<file path="src/rtl/key_capture_if.sv">
`default_nettype none
// ============================================================================
// Module      : key_capture_if
// Description : Keypad scan bus between the scan front end and key_capture.
// Revision    : 1.0 - initial release
// ============================================================================
interface key_capture_if;
    logic       enable;
    logic [3:0] col;
    logic [3:0] row;
    logic       scan_hold;
    logic       key_valid;
    logic [3:0] key_code;

    modport master (
        output enable, col, row,
        input  scan_hold, key_valid, key_code
    );

    modport slave (
        input  enable, col, row,
        output scan_hold, key_valid, key_code
    );
endinterface
`default_nettype wire

</file>
<file path="src/rtl/key_capture.sv">
`default_nettype none
// ============================================================================
// Module      : key_capture
// Description : Freezes the keypad column scan on a press, debounces press and
//               release, and emits a one-cycle valid pulse with the key code.
// Revision    : 1.0 - initial release
// ============================================================================
module key_capture #(
    parameter int DEBOUNCE_CYCLES = 4,
    parameter int CNT_W           = 8
) (
    input  logic         clk,
    input  logic         reset,
    key_capture_if.slave bus
);

    typedef enum logic [1:0] {
        S_IDLE     = 2'd0,
        S_DEBOUNCE = 2'd1,
        S_PRESSED  = 2'd2,
        S_RELEASE  = 2'd3
    } state_t;

    localparam logic [CNT_W-1:0] c_CNT_LAST = CNT_W'(DEBOUNCE_CYCLES - 1);

    state_t           r_state;
    logic [CNT_W-1:0] r_cnt;
    logic [3:0]       r_col;
    logic [3:0]       r_row;
    logic             r_scan_hold;
    logic             r_key_valid;
    logic [3:0]       r_key_code;

    state_t           w_state_nxt;
    logic [CNT_W-1:0] w_cnt_nxt;
    logic [3:0]       w_col_nxt;
    logic [3:0]       w_row_nxt;
    logic             w_key_valid_nxt;
    logic [3:0]       w_key_code_nxt;

    logic             w_col_onehot;
    logic             w_row_onehot;
    logic             w_match;
    logic             w_row_clear;
    logic             w_cnt_done;
    logic [CNT_W-1:0] w_cnt_inc;
    logic [3:0]       w_code;

    function automatic logic f_onehot(input logic [3:0] v);
        return (v != 4'b0000) && ((v & (v - 4'b0001)) == 4'b0000);
    endfunction

    function automatic logic [1:0] f_index(input logic [3:0] v);
        logic [1:0] idx;
        idx = 2'd3;
        if (v[0])
            idx = 2'd0;
        else if (v[1])
            idx = 2'd1;
        else if (v[2])
            idx = 2'd2;
        return idx;
    endfunction

    // Keypad layout: rows R1..R4 top to bottom, columns C1..C4 left to right.
    function automatic logic [3:0] f_encode(input logic [3:0] c, input logic [3:0] r);
        logic [3:0] code;
        code = 4'h0;
        case ({f_index(r), f_index(c)})
            4'b00_00: code = 4'h1;
            4'b00_01: code = 4'h2;
            4'b00_10: code = 4'h3;
            4'b00_11: code = 4'hA;
            4'b01_00: code = 4'h4;
            4'b01_01: code = 4'h5;
            4'b01_10: code = 4'h6;
            4'b01_11: code = 4'hB;
            4'b10_00: code = 4'h7;
            4'b10_01: code = 4'h8;
            4'b10_10: code = 4'h9;
            4'b10_11: code = 4'hC;
            4'b11_00: code = 4'hE;
            4'b11_01: code = 4'h0;
            4'b11_10: code = 4'hF;
            4'b11_11: code = 4'hD;
            default:  code = 4'h0;
        endcase
        return code;
    endfunction

    assign w_col_onehot = f_onehot(bus.col);
    assign w_row_onehot = f_onehot(bus.row);
    assign w_match      = (bus.col == r_col) && (bus.row == r_row);
    assign w_row_clear  = (bus.row == 4'b0000);
    assign w_cnt_done   = (r_cnt >= c_CNT_LAST);
    assign w_cnt_inc    = w_cnt_done ? c_CNT_LAST : (r_cnt + CNT_W'(1));
    assign w_code       = f_encode(r_col, r_row);

    always_ff @(posedge clk) begin
        if (!reset) begin
            r_state     <= S_IDLE;
            r_cnt       <= '0;
            r_col       <= 4'b0000;
            r_row       <= 4'b0000;
            r_scan_hold <= 1'b0;
            r_key_valid <= 1'b0;
            r_key_code  <= 4'h0;
        end else begin
            r_state     <= w_state_nxt;
            r_cnt       <= w_cnt_nxt;
            r_col       <= w_col_nxt;
            r_row       <= w_row_nxt;
            r_scan_hold <= (w_state_nxt != S_IDLE);
            r_key_valid <= w_key_valid_nxt;
            r_key_code  <= w_key_code_nxt;
        end
    end

    always_comb begin
        w_state_nxt     = r_state;
        w_cnt_nxt       = r_cnt;
        w_col_nxt       = r_col;
        w_row_nxt       = r_row;
        w_key_valid_nxt = 1'b0;
        w_key_code_nxt  = r_key_code;

        case (r_state)
            S_IDLE: begin
                // Ghosted (multi-hot) rows and malformed strobes never start a capture.
                if (bus.enable && w_col_onehot && w_row_onehot) begin
                    w_state_nxt = S_DEBOUNCE;
                    w_cnt_nxt   = '0;
                    w_col_nxt   = bus.col;
                    w_row_nxt   = bus.row;
                end
            end

            S_DEBOUNCE: begin
                if (!bus.enable || !w_match) begin
                    w_state_nxt = S_IDLE;
                end else if (w_cnt_done) begin
                    w_state_nxt     = S_PRESSED;
                    w_key_valid_nxt = 1'b1;
                    w_key_code_nxt  = w_code;
                end else begin
                    w_cnt_nxt = w_cnt_inc;
                end
            end

            S_PRESSED: begin
                if (!bus.enable) begin
                    w_state_nxt = S_IDLE;
                end else if (w_row_clear) begin
                    w_state_nxt = S_RELEASE;
                    w_cnt_nxt   = '0;
                end
            end

            S_RELEASE: begin
                // Any row activity during release is bounce: go back to held, no new pulse.
                if (!bus.enable) begin
                    w_state_nxt = S_IDLE;
                end else if (!w_row_clear) begin
                    w_state_nxt = S_PRESSED;
                end else if (w_cnt_done) begin
                    w_state_nxt = S_IDLE;
                end else begin
                    w_cnt_nxt = w_cnt_inc;
                end
            end

            default: begin
                w_state_nxt = S_IDLE;
            end
        endcase
    end

    assign bus.scan_hold = r_scan_hold;
    assign bus.key_valid = r_key_valid;
    assign bus.key_code  = r_key_code;

endmodule
`default_nettype wire

</file>
<file path="src/flat_wrapper.sv">
// flat-port wrapper written by rule: the top's interface ports become plain ports
module key_capture_flat 
#(
    parameter int DEBOUNCE_CYCLES = 4,
    parameter int CNT_W           = 8
)
  (clk, reset, bus_enable, bus_col, bus_row, bus_scan_hold, bus_key_valid, bus_key_code);
  key_capture_if bus_i ();
  input  logic clk;
  input  logic reset;
  input wire logic [$bits(bus_i.enable)-1:0] bus_enable;
  input wire logic [$bits(bus_i.col)-1:0] bus_col;
  input wire logic [$bits(bus_i.row)-1:0] bus_row;
  output wire logic [$bits(bus_i.scan_hold)-1:0] bus_scan_hold;
  output wire logic [$bits(bus_i.key_valid)-1:0] bus_key_valid;
  output wire logic [$bits(bus_i.key_code)-1:0] bus_key_code;
  assign bus_i.enable = bus_enable;
  assign bus_i.col = bus_col;
  assign bus_i.row = bus_row;
  assign bus_scan_hold = bus_i.scan_hold;
  assign bus_key_valid = bus_i.key_valid;
  assign bus_key_code = bus_i.key_code;
  key_capture #(.DEBOUNCE_CYCLES(DEBOUNCE_CYCLES), .CNT_W(CNT_W)) u_core (.clk(clk), .reset(reset), .bus(bus_i));
endmodule
</file>
<file path="config.mk">
export PLATFORM = sky130hd
export DESIGN_NAME = key_capture_flat
export DESIGN_NICKNAME = d
export VERILOG_FILES = /design/src/rtl/key_capture_if.sv /design/src/rtl/key_capture.sv /design/src/flat_wrapper.sv
export SDC_FILE = /design/constraint.sdc
export NUM_CORES = 1
export LEC_CHECK = 0
export ABC_AREA = 1
export BUFFER_PORTS_ARGS = -buffer_cell sky130_fd_sc_hd__clkbuf_2
export CORE_ASPECT_RATIO = 1.4
export CORE_UTILIZATION = 40
export CTS_CLUSTER_DIAMETER = 40
export DETAILED_ROUTE_END_ITERATION = 7
export SYNTH_ARGS = -nofsm -noshare
export SYNTH_HDL_FRONTEND = slang
export SYNTH_SLANG_ARGS = --single-unit
</file>
<file path="constraint.sdc">
create_clock -name clk -period 4 [get_ports clk]
set_clock_uncertainty 0.1 [all_clocks]
set_input_delay 1.2 -clock clk [delete_from_list [all_inputs] [get_ports clk]]
set_output_delay 1.2 -clock clk [all_outputs]
set_load 0.02 [all_outputs]
</file>
Word-level counts from Yosys, hierarchy flattened
Memories as Yosys holds them, arrays and structs flattened. A register that Yosys moved wholly into a read port is not among the register bits. Cells that the tools add are included.

Add/sub/neg operators: 3. Magnitude comparators: 1. Eq/ne operators: 11. Mux-type cells: 24. Bitwise logic cells: 5. Reductions and logical operators: 20.

Operators with widths (count): two-way mux 8 bit (7); one-hot mux 8 bit (4 select lines) (1); two-way mux 2 bit (12); zero test 4 bit (3); adder 8 x 1 -> 8 bit, second input constant (1); AND 4 bit (2); equality test 4 bit (2); >= comparator 8 x 2 -> 1 bit, second input constant (1); one-hot mux 2 bit (4 select lines) (1); nonzero test 4 bit (2); subtractor 4 x 1 -> 4 bit, second input constant (2); != test 2 x 1 -> 1 bit, second input constant (3); != test 2 bit, second input constant (3); AND reduction 6 bit (1); logical AND 1 bit (5); equality test 2 bit, second input constant (2); zero test 1 bit (3); two-way mux 1 bit (3); NOT 1 bit (3); AND reduction 3 bit (1); OR reduction 3 bit (1); equality test 2 x 1 -> 1 bit, second input constant (1); zero test 2 bit (1); AND reduction 2 bit (1); 2 further kinds (2).

Flip-flop bits (word level): 20. Bits in read-only memories: 64. Input bits: 11. Output and inout bits: 6. Logic and storage cells: 71. Memories kept: 1.

Memories: (name not given) (depth 16, bits a word 4, read ports 1, clocked after Yosys merged registers in 1, wr ports 0, line key_capture.sv:69) `case ({f_index(r), f_index(c)})`.

Logic depth before layout (Yosys ltp)
Depth in word-level cells: 9. Mapped depth: 12. Mapped depth without buffers: 12.

Worst setup path after synthesis
Ideal clock, no wire load.

Kind: input port to flip-flop. From: input bus_row[3]. To: register u_core.r_cnt[0]. Library setup time: 0.116 ns. Arrival time: 2.014 ns. Data required time: 3.784 ns. Slack: 1.770 ns. Stages on the path: 8. Path buffers: 0. Cell sequence: nor2_2 nand2_2 o21ai_0 nand2_1 a21oi_4 nand2_2 nand2_1 a21oi_1.

Cells in the longest elaborated chain, start to end: 7. Elaborated cells between the ends (all ways): 16. Classes of those cells: add/sub (1); eq/ne (5); bitwise (1); reduce/logical (9).

RTL lines: start, declared (line flat_wrapper.sv:13) `input wire logic [$bits(bus_i.row)-1:0] bus_row;`; subtractor 4 x 1 -> 4 bit (line key_capture.sv:50) `return (v != 4'b0000) && ((v & (v - 4'b0001)) == 4'b0000);`; AND 4 bit (line key_capture.sv:50); zero test 4 bit (line key_capture.sv:50); logical AND 1 bit (line key_capture.sv:50); logical AND 1 bit (line key_capture.sv:130) `if (bus.enable && w_col_onehot && w_row_onehot) begin`; != test 2 x 1 -> 1 bit (no source line); AND reduction 6 bit (no source line) (*); end signal, assigned (line key_capture.sv:110) `r_cnt <= w_cnt_nxt;`; end, declared (line key_capture.sv:27) `logic [CNT_W-1:0] r_cnt;`.

Mark *: on every way between the ends. The rest lies on a longest branch, timed or not. A chain may end at the register's enable or synchronous reset.

Worst setup path in the final report
From: input bus_row[3]. To: register u_core.r_row[1].

Cells in the longest elaborated chain, start to end: 6. Elaborated cells between the ends (all ways): 7. Classes of those cells: add/sub (1); bitwise (1); reduce/logical (5).

RTL lines: subtractor 4 x 1 -> 4 bit (line key_capture.sv:50); AND 4 bit (line key_capture.sv:50); zero test 4 bit (line key_capture.sv:50); logical AND 1 bit (*) (line key_capture.sv:50); logical AND 1 bit (*) (line key_capture.sv:130); AND reduction 2 bit (no source line) (*); end signal, assigned (line key_capture.sv:112) `r_row <= w_row_nxt;`; end, declared (line key_capture.sv:29) `logic [3:0] r_row;`.

Marked as above.

==> impl_metrics.prom <==
# TYPE chip_impl_metric gauge
chip_impl_metric{name="max-slew-margin-rel",unit="%"} 77.04
chip_impl_metric{name="rows",unit=""} 24
chip_impl_metric{name="synth_sequential_area_ratio",unit="%"} 35.16
chip_impl_metric{name="finalWorstPathRequiredPeriod",unit="ns"} 2.239
chip_impl_metric{name="rrSetupSlack",unit="ns"} 2.23
chip_impl_metric{name="drt_first_iter_violations",unit=""} 32
chip_impl_metric{name="post_drt_via_cell_ratio",unit=""} 4.619
chip_impl_metric{name="hold_ws",unit="ns"} 0.3438
chip_impl_metric{name="numCtsBuffers",unit=""} 3
chip_impl_metric{name="fin_tns_setup",unit="ns"} 0
chip_impl_metric{name="dpl.cell_count",unit=""} 257
chip_impl_metric{name="total_power",unit="uW"} 441.2
chip_impl_metric{name="global_route.overflow_total",unit=""} 0
chip_impl_metric{name="timing.final.setup_violations",unit=""} 0
chip_impl_metric{name="port_buffers",unit=""} 16
chip_impl_metric{name="post_cts.resized_instances",unit=""} 0
chip_impl_metric{name="rr_worst_depth",unit=""} 9
chip_impl_info{name="rsz0062_at_grt",value="no"} 1
chip_impl_metric{name="drv_cap",unit=""} 0
chip_impl_metric{name="yosys_warning_count",unit=""} 0
chip_impl_metric{name="initial_core_util",unit="%"} 42.92
chip_impl_metric{name="yosys.area.top_type_share",unit="%"} 35.16
chip_impl_info{name="timing.rr.end",value="u_core.r_cnt[0]"} 1
chip_impl_metric{name="num_vias",unit=""} 1201
chip_impl_info{name="worstHoldEndpoint",value="u_core.r_cnt[7]"} 1
chip_impl_metric{name="gr-usage-all-layers",unit="%"} 15.26
chip_impl_metric{name="pin_count_of_the_biggest_net_entering_global_routing",unit=""} 18
chip_impl_metric{name="timing.critical_path.arrival",unit="ns"} 2.28
chip_impl_metric{name="hpwlAfterDp",unit="um"} 2045
chip_impl_info{name="endpoint_kind",value="register"} 1
chip_impl_info{name="outcome",value="finished clean"} 1
chip_impl_info{name="layout_common_cells",value="sky130_fd_sc_hd__nand2_1 (54), sky130_fd_sc_hd__inv_1 (32), sky130_fd_sc_hd__nor2_1 (27)"} 1
chip_impl_metric{name="drc_violations_left",unit=""} 0
chip_impl_metric{name="whs_path_depth",unit=""} 2
chip_impl_metric{name="fin_cells",unit=""} 260
chip_impl_metric{name="vdd_drop_max",unit="mV"} 0.1818
chip_impl_info{name="min-delay-start",value="u_core.r_cnt[7]"} 1
chip_impl_metric{name="cts_setup_buffers",unit=""} 0
chip_impl_metric{name="maxSlewViolCount",unit=""} 0
chip_impl_metric{name="grt_pass1_wl",unit="um"} 4284
chip_impl_metric{name="cts_htree_levels",unit=""} 1
chip_impl_metric{name="synth_area_per_cell",unit="um2"} 6.698
chip_impl_metric{name="post_synth_num_cell_types",unit=""} 24
chip_impl_metric{name="syn-num-nets",unit=""} 220
chip_impl_metric{name="ys_ff_latch",unit=""} 24
chip_impl_info{name="worst_setup_path_start_kind",value="input pin"} 1
chip_impl_metric{name="grt_antenna_before_repair",unit=""} 0
chip_impl_metric{name="layout-drive-gt1-share",unit="%"} 16.74
chip_impl_metric{name="final_net_count",unit=""} 239
chip_impl_metric{name="worst_path_required",unit="ns"} 4.05
chip_impl_metric{name="globalplace.congestion",unit=""} 0.7718
chip_impl_info{name="most_frequent_standard_cell_in_the_layout_excluding_fill_and_tap_cells",value="sky130_fd_sc_hd__nand2_1"} 1
chip_impl_metric{name="synthesis.instances",unit=""} 204
chip_impl_info{name="synth_top_cells_by_area",value="sky130_fd_sc_hd__dfxtp_1 (35%), sky130_fd_sc_hd__nand2_1 (15%), sky130_fd_sc_hd__inv_1 (8.8%), sky130_fd_sc_hd__nor2_1 (7.4%), sky130_fd_sc_hd__a21oi_1 (5.1%)"} 1
chip_impl_metric{name="clock_path_buffers",unit=""} 2
chip_impl_metric{name="worstSkewPairLatency",unit="ns"} 0.26
chip_impl_metric{name="path_max_fanout",unit=""} 16
chip_impl_metric{name="firstDrtPassIters",unit=""} 4
chip_impl_metric{name="die_ar",unit="um2"} 3657
chip_impl_metric{name="antenna_cells_inserted",unit=""} 0
chip_impl_metric{name="number_of_global_route_vias_before_repair",unit=""} 1098
chip_impl_metric{name="layout.filler_cells",unit=""} 355
chip_impl_info{name="worstHoldPathType",value="reg2reg"} 1
chip_impl_metric{name="die_height",unit="um"} 71.15
chip_impl_metric{name="final.period_utilization",unit="%"} 55.98
chip_impl_info{name="cts_tree",value="done"} 1
chip_impl_metric{name="boundaryPins",unit=""} 17
chip_impl_info{name="worstReg2RegStart",value="u_core.r_cnt[0]"} 1
chip_impl_metric{name="powerDensity",unit="nW/um2"} 291.9
chip_impl_metric{name="number_of_nets_with_antenna_violations_after_detailed_routing",unit=""} 0
chip_impl_metric{name="power.static_leakage",unit="nW"} 0.7878
chip_impl_metric{name="die-width",unit="um"} 51.40
chip_impl_metric{name="worst_setup_hold_path_clk_slew",unit="ns"} 0.08
chip_impl_metric{name="cts_hold_repair.buffers",unit=""} 0
chip_impl_metric{name="layout-area-overhead-vs-synth",unit="%"} 10.62
chip_impl_info{name="clock_tree.root_cell",value="sky130_fd_sc_hd__clkbuf_8"} 1
chip_impl_metric{name="routed_wl",unit="um"} 2600
chip_impl_metric{name="core",unit="um2"} 3183
chip_impl_metric{name="finalHoldViolations",unit=""} 0
chip_impl_metric{name="timing.fmax",unit="MHz"} 446.6
chip_impl_metric{name="mappedNetlistArea",unit="um2"} 1366
chip_impl_metric{name="avgRoutedWirePerCell",unit="um"} 10.00
chip_impl_metric{name="slew_of_the_pin_with_the_lowest_slew_margin",unit="ns"} 0.3431
chip_impl_metric{name="cts.sinks",unit=""} 24
chip_impl_info{name="netlist.top_cell.by_area",value="sky130_fd_sc_hd__dfxtp_1"} 1
chip_impl_info{name="path_class",value="in2reg"} 1
[state kept, by name, summed over array words and instances (netlist names)]
register,flops
u_core.r_col,4
u_core.bus.scan_hold,1
u_core.bus.key_code,4
u_core.r_state,2
u_core.bus.key_valid,1
u_core.r_row,4
u_core.r_cnt,8
[final cells by class]
class / count / area [um2] / share of cell area, %
timing repair buffer: 16 / 80.08 / 5.298
multi-input combinational: 144 / 733.2 / 48.51
inverter: 34 / 127.6 / 8.444
tap: 39 / 48.80 / 3.228
sequential: 24 / 480.5 / 31.79
clock buffer: 3 / 41.29 / 2.732
[worst max-delay path, stage by stage]
cell	delay, ns
sky130_fd_sc_hd__clkbuf_2	0.12
sky130_fd_sc_hd__nor2_2	0.16
sky130_fd_sc_hd__nor2_1	0.07
sky130_fd_sc_hd__nor2_2	0.15
sky130_fd_sc_hd__nand3_2	0.26
sky130_fd_sc_hd__o21ai_0	0.27
sky130_fd_sc_hd__a21oi_1	0.06
[cells in the mapped netlist]
| library cell | number |
|---|---|
| sky130_fd_sc_hd__nand2_2 | 4 |
| sky130_fd_sc_hd__nand3_1 | 5 |
| sky130_fd_sc_hd__clkbuf_8 | 1 |
| sky130_fd_sc_hd__nand2_1 | 54 |
| sky130_fd_sc_hd__a31oi_1 | 1 |
| sky130_fd_sc_hd__a21oi_4 | 1 |
| sky130_fd_sc_hd__inv_1 | 32 |
| sky130_fd_sc_hd__nand3_2 | 3 |
| sky130_fd_sc_hd__dfxtp_1 | 24 |
| sky130_fd_sc_hd__nand2_4 | 1 |
| sky130_fd_sc_hd__nor2_4 | 1 |
| sky130_fd_sc_hd__buf_6 | 1 |
| sky130_fd_sc_hd__nor2_2 | 5 |
| sky130_fd_sc_hd__xor2_1 | 1 |
| sky130_fd_sc_hd__o21ai_0 | 14 |
| sky130_fd_sc_hd__nand3b_1 | 2 |
| sky130_fd_sc_hd__ha_1 | 5 |
| sky130_fd_sc_hd__inv_2 | 2 |
| sky130_fd_sc_hd__nor2_1 | 27 |
| sky130_fd_sc_hd__nand4_1 | 1 |
| sky130_fd_sc_hd__a21oi_1 | 14 |
| sky130_fd_sc_hd__o211ai_1 | 3 |
| sky130_fd_sc_hd__a22o_1 | 1 |
| sky130_fd_sc_hd__a21oi_2 | 1 |
[layer usage]
layer  GRT usage (%)  routed length (um)  vias up  share of wire, %
met5               0                   0        -                 0
met4           6.306                  26        0               1.0
met3           1.935                  65        2               2.5
met2           28.72                1305       16                50
met1           16.40                1202      514                46
li1                -                   -      669                 -
[stage by stage]
stage          util [%]  worst slack [ns]  area [um2]
4_1_cts           47.48             1.768        1511
5_1_grt           47.48             1.602        1511
3_3_place_gp      46.19             1.474        1470
2_1_floorplan         -             1.770        1366
6_report          47.48             1.761        1511
3_5_place_dp      46.19             1.490        1470
[where the power goes]
group | internal, mW | total, mW | switching, mW
Sequential | 0.242 | 0.245 | 0.00273
Combinational | 0.0210 | 0.0584 | 0.0374
Clock | 0.0672 | 0.138 | 0.0706
[logic make-up after synthesis]
family	count (synthesis)	share of synthesized area [%]
and+or+nand+nor	103	33.61
adders and majority gates	5	4.579
AOI/OAI and AO/OA	35	14.84
DFF	24	35.16
xor gates and xnor gates	1	0.6411
buffers and inverters	36	11.17
[worst max-delay path by stage]
stage | slack [ns] | startpoint | end
after detailed placement | 1.49 | bus_row[3] | u_core.r_cnt[0]
after floorplan | 1.77 | bus_row[3] | u_core.r_cnt[0]
after global placement | 1.47 | bus_row[3] | u_core.r_cnt[0]
after CTS | 1.77 | bus_row[3] | u_core.r_cnt[0]
final | 1.76 | bus_row[3] | u_core.r_row[1]
after global routing | 1.60 | bus_col[2] | u_core.r_row[2]
Note: power is estimated with default switching activity, not from simulation.
